[config.mk]
export PLATFORM = sky130hd
export DESIGN_NAME = fifo_ser_tx
export DESIGN_NICKNAME = d
export VERILOG_FILES = /design/src/rtl/fifo_ser_pkg.sv /design/src/rtl/fifo_ser_tx_baud_tick.sv /design/src/rtl/fifo_ser_tx.sv
export SDC_FILE = /design/constraint.sdc
export NUM_CORES = 1
export LEC_CHECK = 0
export ABC_AREA = 1
export BUFFER_PORTS_ARGS = -buffer_cell sky130_fd_sc_hd__buf_2
export CORE_MARGIN = 2
export CORE_UTILIZATION = 45
export CTS_BUF_LIST = sky130_fd_sc_hd__clkbuf_4
export DETAILED_ROUTE_END_ITERATION = 8
export PLACE_DENSITY = 0.66
export SYNTH_ARGS = -nofsm -noshare
export SYNTH_HDL_FRONTEND = slang
export SYNTH_SLANG_ARGS = --single-unit
[constraint.sdc]
create_clock -name clk -period 1.37 [get_ports clk]
set_input_delay 0.137 -clock clk [delete_from_list [all_inputs] [get_ports clk]]
set_output_delay 0.137 -clock clk [all_outputs]
set_load 0.1 [all_outputs]
[src/rtl/fifo_ser_pkg.sv]
// Shared types and helpers for the FIFO-fed serial transmitter.
package fifo_ser_pkg;

  typedef enum logic [2:0] {
    IDLE   = 3'd0,
    START  = 3'd1,
    DATA   = 3'd2,
    PARITY = 3'd3,
    STOP   = 3'd4
  } ser_state_t;

  // Clock cycles from the first start-bit cycle to the last stop-bit cycle.
  function automatic int unsigned frame_cycles(input int unsigned width,
                                               input int unsigned clks_per_bit,
                                               input int unsigned parity_en);
    return (32'd2 + width + parity_en) * clks_per_bit;
  endfunction

endpackage

[src/rtl/fifo_ser_tx_baud_tick.sv]
// Bit-period timer: tick marks the last cycle of each bit, clr re-phases it to a frame start.
module baud_tick #(
  parameter int unsigned CLKS_PER_BIT = 4
) (
  input  logic clk,
  input  logic res_n,
  input  logic clr,
  output logic tick,
  output logic pre_tick_c
);

  localparam int unsigned CW = (CLKS_PER_BIT > 1) ? $clog2(CLKS_PER_BIT) : 1;
  localparam logic [CW-1:0] LAST_CNT = CW'(CLKS_PER_BIT - 1);
  localparam logic [CW-1:0] PRE_CNT  = CW'(CLKS_PER_BIT - 2);

  logic [CW-1:0] cnt;

  // One cycle ahead of tick, so tick itself can be a flop.
  assign pre_tick_c = (cnt == PRE_CNT);

  always_ff @(posedge clk or negedge res_n) begin
    if (!res_n) begin
      cnt  <= '0;
      tick <= 1'b0;
    end else if (clr) begin
      cnt  <= '0;
      tick <= 1'b0;
    end else begin
      cnt  <= (cnt == LAST_CNT) ? '0 : cnt + CW'(1);
      tick <= pre_tick_c;
    end
  end

endmodule

[src/rtl/fifo_ser_tx.sv]
// Drains the upstream FIFO into async serial frames: start, data LSB first, optional even parity, stop.
module fifo_ser_tx
  import fifo_ser_pkg::*;
#(
  parameter int unsigned WIDTH        = 4,
  parameter int unsigned CLKS_PER_BIT = 4,
  parameter int unsigned PARITY_EN    = 1
) (
  input  logic             clk,
  input  logic             res_n,
  input  logic [WIDTH-1:0] rdata,
  input  logic             empty,
  output logic             shift_out,
  input  logic             en,
  output logic             txd,
  output logic             busy,
  output logic             frame_done
);

  localparam int unsigned IW = (WIDTH > 1) ? $clog2(WIDTH) : 1;
  localparam logic [IW-1:0] LAST_IDX = IW'(WIDTH - 1);

  ser_state_t       state_q, state_d;
  logic [WIDTH-1:0] shift_q, shift_d, shifted;
  logic [IW-1:0]    idx_q, idx_d;
  logic             par_q, par_d;
  logic             txd_d, busy_d, frame_done_d;
  logic             tick, pre_tick_c;

  // Pop only between frames; gated by reset so the FIFO is never touched in reset.
  assign shift_out = res_n & en & ~empty &
                     ((state_q == IDLE) | ((state_q == STOP) & tick));

  baud_tick #(
    .CLKS_PER_BIT(CLKS_PER_BIT)
  ) u_baud_tick (
    .clk       (clk),
    .res_n     (res_n),
    .clr       (shift_out),
    .tick      (tick),
    .pre_tick_c(pre_tick_c)
  );

  // Next-state and next-output decode; txd is produced one cycle ahead of the line.
  always_comb begin
    state_d      = state_q;
    shift_d      = shift_q;
    idx_d        = idx_q;
    par_d        = par_q;
    txd_d        = txd;
    shifted      = shift_q >> 1;
    frame_done_d = (state_q == STOP) && pre_tick_c;

    if (shift_out) begin
      state_d = START;
      shift_d = rdata;
      idx_d   = '0;
      par_d   = (PARITY_EN != 0) ? ^rdata : 1'b0;
      txd_d   = 1'b0;
    end else begin
      unique case (state_q)
        IDLE: txd_d = 1'b1;
        START: if (tick) begin
          state_d = DATA;
          txd_d   = shift_q[0];
        end
        DATA: if (tick) begin
          if (idx_q == LAST_IDX) begin
            if (PARITY_EN != 0) begin
              state_d = PARITY;
              txd_d   = par_q;
            end else begin
              state_d = STOP;
              txd_d   = 1'b1;
            end
          end else begin
            idx_d   = idx_q + IW'(1);
            shift_d = shifted;
            txd_d   = shifted[0];
          end
        end
        PARITY: if (tick) begin
          state_d = STOP;
          txd_d   = 1'b1;
        end
        STOP: if (tick) begin
          state_d = IDLE;
          txd_d   = 1'b1;
        end
        default: begin
          state_d = IDLE;
          txd_d   = 1'b1;
        end
      endcase
    end

    busy_d = (state_d != IDLE);
  end

  always_ff @(posedge clk or negedge res_n) begin
    if (!res_n) begin
      state_q    <= IDLE;
      shift_q    <= '0;
      idx_q      <= '0;
      par_q      <= 1'b0;
      txd        <= 1'b1;
      busy       <= 1'b0;
      frame_done <= 1'b0;
    end else begin
      state_q    <= state_d;
      shift_q    <= shift_d;
      idx_q      <= idx_d;
      par_q      <= par_d;
      txd        <= txd_d;
      busy       <= busy_d;
      frame_done <= frame_done_d;
    end
  end

endmodule

Word level (Yosys, flattened, before mapping). Cells that the tools add are included.

Output and inout port bits: 4. Bits in latches: 0. Memories kept: 0. Memory bits (read-only): 0. Memory bits (writable): 0. Input port bits: 8. Register bits: 16. Word-level logic and storage cells: 61.

Reductions and logical operators: 9. Add/sub/neg operators: 2. Eq/ne operators: 11. $lt $le $gt $ge: 0. Muxes and demuxes: 24. Div/mod/pow operators: 0. Bitwise gates (word level): 6. Shifts and indexed selects: 0. Multiply operators: 0.

Operators by type and width (count): $mux W3 (6); $mux W4 (4); $pmux W3 S5 (1); $mux W2 (6); $eq A2 B2 Y1 const B (3); $eq A3 B2 Y1 const B (2); $mux W1 (6); $ne A3 B2 Y1 const B (2); $reduce_and A3 Y1 (2); $add A2 B1 Y2 const B (2); $and A1 B1 Y1 (4); $reduce_bool A2 Y1 (2); $reduce_xor A4 Y1 (1); $eq A3 B1 Y1 const B (1); $eq A3 B3 Y1 const B (1); $logic_not A3 Y1 (1); $ne A3 B1 Y1 const B (1); $pmux W1 S3 (1); $reduce_bool A3 Y1 (1); $ne A2 B2 Y1 const B (1); $reduce_or A2 Y1 (1); $logic_and A1 B1 Y1 (1); $not A1 Y1 (1); $or A1 B1 Y1 (1).

Longest topological paths before layout.
Depth after elaboration: 6. Mapped depth: 8. Depth with buffers taken out: 8.

Modules after synthesis. From an unflattened synthesis, not the netlist that was laid out.

Cells, all modules: 119. Area, all modules: 877.1 um2.

By module, submodules not included: fifo_ser_tx (cells each 110, instances 1, area each 770.7 um2); baud_tick (cells each 9, instances 1, area each 106.4 um2).

Worst setup path before layout. No wires, ideal clock.

Kind: reg2reg. From: register state_q[0]. To: register shift_q[0]. Setup slack: 1 ps. Data arrival time: 1252 ps. Buffers on the path: 1. Stages on the path, launching flop included: 8. Library setup time: 117 ps. Period minus slack after synthesis: 1369 ps. Path through: dfrtp_1 > nor2_4 > nand2_2 > nor2_2 > buf_6 > nand2_1 > nand3_1 > nand2_1.

Longest elaborated chain between the ends: 6. Elaborated cells between the ends (all ways): 11. Those cells by class: eq/ne (3); mux (1); bitwise (3); reduce/logical (4).

RTL lines: start: declaration (line fifo_ser_tx.sv:23) `ser_state_t state_q, state_d;`; start signal: assignment (line fifo_ser_tx.sv:110) `state_q <= state_d;`; $eq A3 B3 Y1 (line fifo_ser_tx.sv:32) `((state_q == IDLE) | ((state_q == STOP) & tick));`; $and A1 B1 Y1 (line fifo_ser_tx.sv:32); $or A1 B1 Y1 (*) (line fifo_ser_tx.sv:32); $and A1 B1 Y1 (*) (line fifo_ser_tx.sv:31) `assign shift_out = res_n & en & ~empty &`; named net shift_out (line fifo_ser_tx.sv:13) `output logic shift_out,`; $ne A2 B2 Y1 (no line) or $reduce_bool A2 Y1 (tied branches); $reduce_and A3 Y1 (no line); end signal: assignment (line fifo_ser_tx.sv:111) `shift_q <= shift_d;`; end: declaration (line fifo_ser_tx.sv:24) `logic [WIDTH-1:0] shift_q, shift_d, shifted;`.

Mark *: on every way through the listed nets, which the timed path passes. The rest lies on a longest branch. A chain may end at the register's enable or synchronous reset.

Worst setup path after layout.
From: register state_q[0]. To: output port shift_out.

Longest elaborated chain between the ends: 4. Elaborated cells between the ends (all ways): 5. Those cells by class: eq/ne (1); bitwise (3); reduce/logical (1).

RTL lines (line): $eq A3 B3 Y1 (fifo_ser_tx.sv:32); $and A1 B1 Y1 (fifo_ser_tx.sv:32); $or A1 B1 Y1 (*) (fifo_ser_tx.sv:32); $and A1 B1 Y1 (*) (fifo_ser_tx.sv:31); end: declaration (fifo_ser_tx.sv:13).

Every way passes the cells marked *; elsewhere a longest branch is shown, timed or not.

==> flow_summary_export.csv <==
group,metric,value,unit
timing,fmax,0.731,GHz
timing,grt_setup_unrepaired,"yes",
yosys,synth-seq-cells,16,
clock_tree,cts.sink_count,16,
place,gp_congestion,0.898,
route,viasPerCell,4.91,
yosys,syn_area,855,um^2
timing,holdWs,0.111,ns
finish,antennaDiodeCount,0,
job,max-cap-violations,0,
power,vdd_ir_drop_max,0.00102,V
die,rows,15,
setup_path,crit_type,"reg2out",
finish,fillers,175,
route,drt_first_iter_violations,6,
setup_path,path_cells,"nor2_4, nand2_2, nor2_4, buf_12",
finish,seq_area,402,um^2
clock_tree,clockBufferDepth,2,
finish,drive_gt1_share,25.2,%
timing,worst_pin_slew,0.483,ns
die,die_w,47.6,um
place,dp_cells,145,
setup_path,critPathCaptureType,"primary output",
route,vias,747,
setup_path,crit_fanout,2,
setup_path,cpMaxStageDelayCell,"dfrtp_1",
route,firstDrtPassIters,4,
timing,period_needed,1.37,ns
yosys,avgSynthCellArea,8.14,um^2
timing,slew_violations,0,
timing,max_slew_margin,68.0,%
setup_path,cp_data_arrival_time,1.23,ns
grt,grt_max_degree,17,
timing,fin_crit_sh,99.9,%
worst_hold_path,min_path_type,"in2reg",
power,powerDensity,2090,nW/um^2
setup_path,worstPathBufferInverterCount,1,
timing,timing.final.ws_setup,0.00196,ns
timing,timing_hold_violations_final,0,
grt,grt_pass1_wl,2860,um
place,post-dp-hpwl,1210,um
yosys,seq_area_frac_synth,47.0,%
grt,antenna_found_initial,0,
finish,fin_nets,139,
timing,finalSetupViolations,0,
yosys,synthCells,105,
clock_tree,cts_root_buf,"clkbuf_4",
grt,grt-ovfl-total,0,
timing,skew,0.00418,ns
yosys,yosysWarnings,0,
clock_tree,insertion_delay,0.28,ns
place,dp_slack,0.0385,ns
grt,grtUsageTotal,18.4,%
die,die_h,47.6,um
route,ant_nets,0,
die,coreArea,1760,um^2
finish,layoutNonFillerInstCount,152,
finish,areaGrowthSynthToFinish,24.7,%
die,die-area,2260,um^2
route,finalWirelength,1640,um
clock_tree,cts.htree.levels,1,
clock_tree,cts.clk_slew.worst_paths,0.09,ns
clock_tree,numCtsBuffers,3,
setup_path,slowest_delay,0.42,ns
setup_path,cp-start-kind,"register",
clock_tree,cts_tree,"done",
place,portBuffers,11,
status,status,"completed",
finish,multiInputGateArea,395,um^2
grt,grt_pass1_vias,688,
finish,fin_util,60.4,%
die,initial_core_util,48.4,%
yosys,ys_types,20,
route,wire_per_inst,10.8,um
power,p_total,0.00223,W
yosys,syn-num-nets,116,
setup_path,crit_family,"flip-flops",
setup_path,cp_common_cell,"nor2_4",
route,drc_errors,0,
power,power.leakage,0.580,nW
setup_path,worst-endpoint-required,1.23,ns
die,ios,12,
sequential cells by signal (all words and copies together), names as in the netlist:
| name | count |
|---|---|
| busy | 1 |
| u_baud_tick.cnt | 2 |
| shift_q | 4 |
| par_q | 1 |
| frame_done | 1 |
| state_q | 3 |
| idx_q | 2 |
| txd | 1 |
| u_baud_tick.tick | 1 |
final timing paths:
check / start / depth (start not counted) / slack, ns / end
max in group asynchronous: res_n / 3 / 0.78 / txd$_DFFE_PN1P_
min in group asynchronous: res_n / 3 / 0.35 / idx_q[0]$_DFFE_PN0P_
max reg2reg: state_q[2]$_DFF_PN0_ / 6 / 0.11 / idx_q[0]$_DFFE_PN0P_
min reg2reg: u_baud_tick.cnt[0]$_DFF_PN0_ / 1 / 0.49 / u_baud_tick.cnt[0]$_DFF_PN0_
min: rdata[3] / 3 / 0.11 / shift_q[3]$_DFFE_PN0P_
max: state_q[0]$_DFF_PN0_ / 4 / 0.002 / shift_out
per-layer routing:
| layer | up-vias | part of all wire, % | global-route usage (%) |
|---|---|---|---|
| met5 | - | 0 | 0 |
| met3 | 4 | 2.7 | 3.40 |
| met2 | 11 | 51 | 31.1 |
| li1 | 371 | - | - |
| met1 | 361 | 44 | 22.6 |
| met4 | 0 | 1.6 | 9.19 |
cells in the mapped netlist:
cell type,instances,area share (%)
nor2_1,7,3.1
xor2_1,2,2.1
nor2_4,2,2.6
dfrtp_1,15,44
nor2_2,1,0.73
dfstp_2,1,3.1
nand3_1,13,7.6
nand4_1,1,0.73
ha_1,3,4.4
inv_1,17,7.5
nand2_2,4,2.9
nand2_1,28,12
nand2_4,1,1.3
o21ai_0,2,1.2
nor3_1,2,1.2
a21oi_1,2,1.2
xnor2_1,1,1.0
o22ai_1,1,0.73
nand3_2,1,1.2
buf_6,1,1.3
worst min-delay path, stage by stage:
cell and delay (ns):
buf_2 0.10, nand2_1 0.05, o21ai_0 0.07
cell type report:
cell class | count | area share [%]
Clock buffer | 3 | 2.11
Clock inverter | 1 | 0.352
Inverter | 17 | 5.99
Multi-Input combinational cell | 71 | 37.1
Sequential cell | 16 | 37.7
Tap cell | 25 | 2.93
Timing Repair Buffer | 19 | 13.8
stage by stage:
stage	setup TNS, ns	instance area [um^2]
floorplan	0	855
global placement	0	1010
detailed placement	0	1010
CTS	-0.0586	1070
global route	-0.0717	1070
finish	0	1070
cell usage in the layout, fill, tap and decap left out, types with 3 or more instances in the layout:
| cell type | synthesis | routed |
|---|---|---|
| ha_1 | 3 | 3 |
| nand2_1 | 28 | 28 |
| nand3_1 | 13 | 13 |
| nor2_1 | 7 | 6 |
| inv_1 | 17 | 17 |
| nor2_4 | 2 | 4 |
| clkbuf_4 | 0 | 3 |
| buf_2 | 0 | 9 |
| nand2_2 | 4 | 3 |
| buf_4 | 0 | 7 |
| dfrtp_1 | 15 | 15 |
power breakdown:
| part | leakage [nW] | internal, W | switching, W |
|---|---|---|---|
| combinational | 0.360 | 0.000441 | 0.000746 |
| sequential | 0.205 | 0.000671 | 0.000125 |
| clock | 0.0154 | 0.000105 | 0.000142 |
cells by family (layout without fill, tap and decap cells):
| group | Yosys count | in the layout | share of synthesized area, % |
|---|---|---|---|
| simple gates | 60 | 60 | 33.7 |
| buf+inv | 18 | 40 | 8.78 |
| compound gates | 5 | 5 | 3.08 |
| fa+ha+maj | 3 | 3 | 4.39 |
| xor+xnor | 3 | 3 | 3.08 |
| flops | 16 | 16 | 47.0 |
what timing repair did:
item | CTS | global route
hold endpoints to repair | 15 | 0
setup endpoints to repair | 1 | 6
gates resized for setup | 1 | 3
hold buffers | 1 | 0
setup buffers | 3 | 0
pin swaps | 3 | 3
(Power assumes the default switching activity.)
